### config.mk
export PLATFORM = sky130hd
export DESIGN_NAME = pick_frame_monitor
export DESIGN_NICKNAME = d
export VERILOG_FILES = /design/src/rtl/pick_frame_monitor.sv
export SDC_FILE = /design/constraint.sdc
export NUM_CORES = 1
export LEC_CHECK = 0
export CAP_MARGIN = 15
export CORE_UTILIZATION = 55
export CTS_BUF_LIST = sky130_fd_sc_hd__clkbuf_4
export CTS_CLUSTER_DIAMETER = 60
export DETAILED_ROUTE_END_ITERATION = 7
export PLACE_DENSITY = 0.79
export SYNTH_ARGS = -nofsm -noshare
export SYNTH_HDL_FRONTEND = slang
export SYNTH_SLANG_ARGS = --single-unit
### constraint.sdc
create_clock -name CLK -period 3.1 [get_ports CLK]
set_input_delay 0.62 -clock CLK [delete_from_list [all_inputs] [get_ports CLK]]
set_output_delay 0.62 -clock CLK [all_outputs]
set_load 0.02 [all_outputs]
### src/rtl/pick_frame_monitor.sv
// Per-frame statistics for the pick-two sprite: lit-pixel count, bounding box and
// overlap with a target sprite, published once per frame over a valid/ack handshake.
module pick_frame_monitor #(
    parameter int unsigned H_ACTIVE = 640,
    parameter int unsigned V_ACTIVE = 480,
    parameter int unsigned CNT_W    = 19
) (
    input  logic             CLK,
    input  logic             Reset,
    input  logic             pixel_en,
    input  logic [9:0]       drawX,
    input  logic [9:0]       drawY,
    input  logic             show_pick,
    input  logic             show_target,
    input  logic             frame_sync,
    input  logic             result_ack,
    output logic             result_valid,
    output logic [CNT_W-1:0] pick_count,
    output logic [CNT_W-1:0] overlap_count,
    output logic             hit,
    output logic [9:0]       min_x,
    output logic [9:0]       max_x,
    output logic [9:0]       min_y,
    output logic [9:0]       max_y,
    output logic             bbox_empty,
    output logic             overrun
);

    localparam int unsigned COORD_W = 10;
    localparam logic [COORD_W-1:0] COORD_MAX = '1;
    localparam logic [CNT_W-1:0]   CNT_MAX   = '1;

    typedef enum logic [0:0] {S_IDLE, S_ACCUM} state_e;

    state_e             state_q, state_d;
    logic [CNT_W-1:0]   acc_cnt_q, acc_cnt_d, acc_ovl_q, acc_ovl_d;
    logic [COORD_W-1:0] acc_minx_q, acc_minx_d, acc_maxx_q, acc_maxx_d;
    logic [COORD_W-1:0] acc_miny_q, acc_miny_d, acc_maxy_q, acc_maxy_d;

    logic               result_valid_q, result_valid_d;
    logic [CNT_W-1:0]   pick_count_q, pick_count_d, overlap_count_q, overlap_count_d;
    logic               hit_q, hit_d, bbox_empty_q, bbox_empty_d, overrun_q, overrun_d;
    logic [COORD_W-1:0] min_x_q, min_x_d, max_x_q, max_x_d;
    logic [COORD_W-1:0] min_y_q, min_y_d, max_y_q, max_y_d;

    // Accumulator values including the current pixel (used for both update and publish)
    logic               accept_c;
    logic [CNT_W-1:0]   cnt_c, ovl_c;
    logic [COORD_W-1:0] minx_c, maxx_c, miny_c, maxy_c;

    always_comb begin
        accept_c = pixel_en && (drawX < COORD_W'(H_ACTIVE)) && (drawY < COORD_W'(V_ACTIVE))
                   && show_pick;
        cnt_c  = acc_cnt_q;
        ovl_c  = acc_ovl_q;
        minx_c = acc_minx_q;
        maxx_c = acc_maxx_q;
        miny_c = acc_miny_q;
        maxy_c = acc_maxy_q;
        if (accept_c) begin
            if (acc_cnt_q != CNT_MAX) cnt_c = acc_cnt_q + CNT_W'(1);
            if (show_target && (acc_ovl_q != CNT_MAX)) ovl_c = acc_ovl_q + CNT_W'(1);
            if (drawX < acc_minx_q) minx_c = drawX;
            if (drawX > acc_maxx_q) maxx_c = drawX;
            if (drawY < acc_miny_q) miny_c = drawY;
            if (drawY > acc_maxy_q) maxy_c = drawY;
        end
    end

    // Next-state, accumulator and published-result logic
    always_comb begin
        state_d         = state_q;
        acc_cnt_d       = acc_cnt_q;
        acc_ovl_d       = acc_ovl_q;
        acc_minx_d      = acc_minx_q;
        acc_maxx_d      = acc_maxx_q;
        acc_miny_d      = acc_miny_q;
        acc_maxy_d      = acc_maxy_q;
        result_valid_d  = result_valid_q;
        pick_count_d    = pick_count_q;
        overlap_count_d = overlap_count_q;
        hit_d           = hit_q;
        bbox_empty_d    = bbox_empty_q;
        overrun_d       = overrun_q;
        min_x_d         = min_x_q;
        max_x_d         = max_x_q;
        min_y_d         = min_y_q;
        max_y_d         = max_y_q;

        if (result_ack && result_valid_q) result_valid_d = 1'b0;

        case (state_q)
            S_IDLE: begin
                if (frame_sync) begin
                    state_d    = S_ACCUM;
                    acc_cnt_d  = '0;
                    acc_ovl_d  = '0;
                    acc_minx_d = COORD_MAX;
                    acc_maxx_d = '0;
                    acc_miny_d = COORD_MAX;
                    acc_maxy_d = '0;
                end
            end
            S_ACCUM: begin
                if (frame_sync) begin
                    // Publish beats a coincident ack; overrun only when old result was never taken
                    result_valid_d  = 1'b1;
                    overrun_d       = overrun_q | (result_valid_q & ~result_ack);
                    pick_count_d    = cnt_c;
                    overlap_count_d = ovl_c;
                    hit_d           = (ovl_c != '0);
                    bbox_empty_d    = (cnt_c == '0);
                    min_x_d         = minx_c;
                    max_x_d         = maxx_c;
                    min_y_d         = miny_c;
                    max_y_d         = maxy_c;
                    acc_cnt_d       = '0;
                    acc_ovl_d       = '0;
                    acc_minx_d      = COORD_MAX;
                    acc_maxx_d      = '0;
                    acc_miny_d      = COORD_MAX;
                    acc_maxy_d      = '0;
                end else begin
                    acc_cnt_d  = cnt_c;
                    acc_ovl_d  = ovl_c;
                    acc_minx_d = minx_c;
                    acc_maxx_d = maxx_c;
                    acc_miny_d = miny_c;
                    acc_maxy_d = maxy_c;
                end
            end
            default: state_d = S_IDLE;
        endcase
    end

    always_ff @(posedge CLK) begin
        if (Reset) begin
            state_q         <= S_IDLE;
            acc_cnt_q       <= '0;
            acc_ovl_q       <= '0;
            acc_minx_q      <= COORD_MAX;
            acc_maxx_q      <= '0;
            acc_miny_q      <= COORD_MAX;
            acc_maxy_q      <= '0;
            result_valid_q  <= 1'b0;
            pick_count_q    <= '0;
            overlap_count_q <= '0;
            hit_q           <= 1'b0;
            bbox_empty_q    <= 1'b1;
            overrun_q       <= 1'b0;
            min_x_q         <= COORD_MAX;
            max_x_q         <= '0;
            min_y_q         <= COORD_MAX;
            max_y_q         <= '0;
        end else begin
            state_q         <= state_d;
            acc_cnt_q       <= acc_cnt_d;
            acc_ovl_q       <= acc_ovl_d;
            acc_minx_q      <= acc_minx_d;
            acc_maxx_q      <= acc_maxx_d;
            acc_miny_q      <= acc_miny_d;
            acc_maxy_q      <= acc_maxy_d;
            result_valid_q  <= result_valid_d;
            pick_count_q    <= pick_count_d;
            overlap_count_q <= overlap_count_d;
            hit_q           <= hit_d;
            bbox_empty_q    <= bbox_empty_d;
            overrun_q       <= overrun_d;
            min_x_q         <= min_x_d;
            max_x_q         <= max_x_d;
            min_y_q         <= min_y_d;
            max_y_q         <= max_y_d;
        end
    end

    assign result_valid  = result_valid_q;
    assign pick_count    = pick_count_q;
    assign overlap_count = overlap_count_q;
    assign hit           = hit_q;
    assign bbox_empty    = bbox_empty_q;
    assign overrun       = overrun_q;
    assign min_x         = min_x_q;
    assign max_x         = max_x_q;
    assign min_y         = min_y_q;
    assign max_y         = max_y_q;

endmodule

=== Word level (Yosys, flattened, before mapping) ===
Cells that the tools add are included.

* Flip-flop bits (word level): 161
* Input bits: 27
* Output and inout port bits: 82

* Add/subtract/negate cells: 2
* $lt $le $gt $ge: 6
* Equality and inequality tests: 3
* Muxes and demuxes: 32
* Bitwise gates (word level): 4
* Reductions and logical operators: 8

{| class="wikitable"
|+ Operators by type and width
! kind !! number
|-
| 10-bit 2-to-1 mux || 14
|-
| 19-bit 2-to-1 mux || 7
|-
| 10-bit one-hot mux with 2 select lines || 4
|-
| 19-bit one-hot mux with 2 select lines || 2
|-
| 19-bit by 1-bit adder with 19-bit output (second input constant) || 2
|-
| 19-bit != test (second input constant) || 2
|-
| 10-bit greater-than comparator || 2
|-
| 10-bit < comparator || 2
|-
| 19-bit logical NOT || 1
|-
| 19-bit nonzero test || 1
|-
| 10-bit < comparator (second input constant) || 1
|-
| 10-bit by 9-bit < comparator with 1-bit output (second input constant) || 1
|-
| 1-bit logical AND || 5
|-
| 1-bit 2-to-1 mux || 5
|-
| 2-bit != test (second input constant) || 1
|-
| 1-bit NOT || 2
|-
| 2-bit AND reduction || 1
|-
| 1-bit bitwise AND || 1
|-
| 1-bit OR || 1
|}

=== Longest topological paths before layout ===
* Depth after elaboration: 7
* Mapped depth: 10
* Depth with buffers taken out: 9

=== Least setup slack after synthesis ===
No wires, ideal clock.

* Path type: in2reg
* From: in drawY[9]
* To: reg bbox_empty_q, in the netlist bbox_empty
* Arrival time: 2.367 ns
* Data required time: 3.013 ns
* Slack: 0.646 ns
* Cell stages on the path: 7
* Cell sequence: and3b_2 > nand3_1 > nor4_2 > mux2_2 > a2bb2oi_1 > or3_1 > o31ai_1

* Longest elaborated chain between the ends: 5

{| class="wikitable"
|+ RTL lines
! what !! RTL line !! RTL
|-
| from (decl) || 12 || <nowiki>input logic [9:0] drawY,</nowiki>
|-
| 10-bit by 9-bit < comparator with 1-bit output || 52 || <nowiki>accept_c = pixel_en && (drawX < COORD_W'(H_ACTIVE)) && (drawY < COORD_W'(V_ACTIVE))</nowiki>
|-
| 1-bit logical AND || 52 ||
|-
| 1-bit logical AND || 53 || <nowiki>&& show_pick;</nowiki>
|-
| 19-bit 2-to-1 mux || 60 || <nowiki>if (accept_c) begin</nowiki>
|-
| 19-bit logical NOT || 112 || <nowiki>bbox_empty_d = (cnt_c == '0);</nowiki>
|-
| to (signal assigned) || 167 || <nowiki>bbox_empty_q <= bbox_empty_d;</nowiki>
|-
| to (decl) || 42 || <nowiki>logic hit_q, hit_d, bbox_empty_q, bbox_empty_d, overrun_q, overrun_d;</nowiki>
|}

No other way between the ends.
A chain may end at the register's enable or synchronous reset.

=== Worst setup path in the final report ===
* From: reg acc_cnt_q[0]
* To: reg bbox_empty_q, in the netlist bbox_empty

* Longest elaborated chain between the ends: 4
* Elaborated cells on any way between the ends: 5

{| class="wikitable"
|+ RTL lines
! what !! RTL line !! RTL
|-
| from (decl) || 36 || <nowiki>logic [CNT_W-1:0] acc_cnt_q, acc_cnt_d, acc_ovl_q, acc_ovl_d;</nowiki>
|-
| from (signal assigned) || 157 || <nowiki>acc_cnt_q <= acc_cnt_d;</nowiki>
|-
| 19-bit by 1-bit adder with 19-bit output / 19-bit != test (equally long branches) || 61 || <nowiki>if (acc_cnt_q != CNT_MAX) cnt_c = acc_cnt_q + CNT_W'(1);</nowiki>
|-
| 19-bit 2-to-1 mux || 61 ||
|-
| 19-bit 2-to-1 mux (*) || 60 ||
|-
| 19-bit logical NOT (*) || 112 ||
|}

Mark *: on every way between the ends. The rest lies on a longest branch, timed or not.

==> results.ini <==
[run_status]
status = finished, final reports clean

[finish]
nFillCells = 1333
drive_above_1_share = 0.109
final_cell_mix = dfxtp_1 (161), nor2_1 (129), clkdlybuf4s50_1 (107)
syn_to_final_growth_pct = 19.4
layout.cells.non_filler = 1377
final_common_cell = dfxtp_1
nets = 1221

[synth]
syn_avg_cell_area_sq_um = 8.32
synth_cells = 1049
synth_area_sq_um = 8730
synth_seq_cells = 161
yosysSeqAreaShare = 0.369
synth-compound-area-share = 0.189
yosys_warnings = 0
synth_top_family_by_area = simple AND/OR/NAND/NOR gates
syn_nets = 1116
synth_fa_ha_area_frac = 0.0573
synth_xor_xnor_area_share = 0.0632
async_flop_share = 0
ys_types = 71
yosys.area_share.simple = 0.224
synth_mux_area_frac = 0.0277
synth_edf_count = 0
ys.flop_type = dfxtp_1

[sta]
fin_ws_ps = 405
setup_viol = 0
period_minus_slack_ps = 2700
grt_setup_unrepaired = false
skew_ps = 18.3
tightest_slew_ps = 791
setup_tns_ps = 0
report.final.slew_viol_count = 0
clock.fmax_mhz = 371
finalCritPeriodShare = 0.870
relSlewSlack = 0.471
final_hold_viol_count = 0
hold_ws_ps = 475

[cts]
post_cts_buffers = 0
cts-root-buf = clkbuf_4
post_cts_resized = 0
insertion_delay_ps = 570
cts_htree_levels = 4
cts_made_buffers = 17
cts.clk_slew.worst_paths_ps = 120
hold_buffers = 0
clockBufferDepth = 2
cts_num_sinks = 161
cts_tree = built

[floorplanning]
dieArea_sq_um = 16400
initial_core_util = 0.568
placementRows = 45
ios = 109
core_area_sq_um = 15400
fp.dieH_um = 128
die_w_um = 128

[detailed_routing]
firstDrtPassIters = 5
num_vias = 7996
avgViaCountPerCell = 5.81
drc = 0
routed_wl_um = 22000
post_drt_wl_per_cell_um = 16.0
drtIter0Drc = 632
final_antenna_net_count = 0

[global_routing]
grt_overflow = 0
antenna_found_initial = 1
track_usage = 0.278
grt_max_degree = 57
grt_pass1_vias = 7320
grt_pass1_wl_um = 36200

[placement]
place_congestion = 0.907
place_ws_ps = -38.3
hpwl_um = 15700
dpl.cell_count = 1346
port_buffers = 108

[pwr]
power.total_mw = 3.80
irDropWorstVdd_mv = 0.340
leakage_nw = 3.81
p_per_area_nw_per_um2 = 365

[setup_path]
cp-start-kind = register
cp-end-kind = register
crit_type = register to register
cp.required_ps = 3580
crit_arrival_ps = 3180
path_max_fanout = 6

[min_path]
hp-class = register to register

[run]
max_cap_violations = 0

[cell usage after synthesis (all sizes together) (2+ instances only)]
cell type,number,area share
xnor2,31,0.031
buf,18,0.013
ha,40,0.057
o21ai,37,0.022
nor2b,4,0.0029
a21oi,29,0.017
a31oi,13,0.0093
a21boi,2,0.0017
dfxtp,161,0.37
a2111oi,20,0.021
nor2,129,0.055
o2111ai,2,0.0020
a21o,6,0.0052
nand4,16,0.011
xor2,32,0.032
nor4,6,0.0092
or3,17,0.012
o31ai,5,0.0043
clkbuf,71,0.038
nand2b,2,0.0014
o21a,5,0.0043
nand2,66,0.029
a211oi,63,0.058
or2,4,0.0032
a211o,4,0.0042
mux2i,23,0.026
and2,3,0.0022
o211ai,4,0.0034
and4,3,0.0030
and3,10,0.0075
nor3,52,0.032
a311oi,22,0.022
a31o,2,0.0020
nand3,85,0.050
o311ai,2,0.0020
inv,44,0.019
[path summary, 6_finish.rpt]
| check | from | end | slack [ps] | depth (start not counted) |
|---|---|---|---|---|
| max | acc_cnt_q[0] | bbox_empty | 400 | 8 |
| max reg2reg | acc_cnt_q[0] | bbox_empty | 400 | 8 |
| min reg2reg | overlap_count[16] | overlap_count[16] | 470 | 2 |
| min | overlap_count[16] | overlap_count[16] | 470 | 2 |
[flip-flops by register name, summed over array words and instances, names as in the netlist, 10 cells and up]
name and flops:
acc_cnt_q 19, acc_maxx_q 10, acc_maxy_q 10, acc_minx_q 10, acc_miny_q 10, acc_ovl_q 19
max_x 10, max_y 10, min_x 10, min_y 10, overlap_count 19, pick_count 19
[report_power, final]
group	switching (mW)	total [mW]	internal [mW]
Sequential	0.0327	2.15	2.12
Clock	0.716	1.14	0.423
Combinational	0.295	0.513	0.218
[per-stage QoR]
step	util	area, sq um
2_1_floorplan	-	8730
3_3_place_gp	0.663	10200
4_1_cts	0.678	10400
6_report	0.678	10400
5_1_grt	0.678	10400
3_5_place_dp	0.663	10200
[layer usage]
metal / GRT usage / routed length (um) / up-vias
li1: - / - / 3989
met1: 0.372 / 10000 / 3744
met2: 0.453 / 10500 / 226
met3: 0.0526 / 1100 / 37
met4: 0.0886 / 403 / 0
met5: 0 / 0 / -
[logic make-up (layout without fill, tap and decap cells)]
| kind of cell | count (synthesis) | after routing |
|---|---|---|
| AND/OR/NAND/NOR | 402 | 402 |
| AO/OA/AOI/OAI | 226 | 226 |
| flip-flops | 161 | 161 |
| buffers and inverters | 133 | 249 |
| XOR/XNOR | 63 | 63 |
| adder cells (fa/ha/maj) | 40 | 40 |
| multiplexers | 24 | 24 |
| other | 0 | 1 |
[critical path, stage by stage, from the launching register on]
cell       delay, ps
dfxtp_1          470
ha_1             330
and3_2           240
nand3_1          180
nor4_2           350
mux2_2           380
a2bb2oi_1        130
or3_1            310
o31ai_1          230
[cell type report]
class	count	area [sq um]	share of cell area
well taps	211	264	0.0253
flip-flops and latches	161	3220	0.309
multi-input cells	755	4900	0.470
diodes	1	2.50	0.000240
clock inverters	8	66.3	0.00637
clock buffers	22	165	0.0159
inverters	44	165	0.0159
repair buffers	175	1630	0.157
Power figures use the tool's default switching activity.
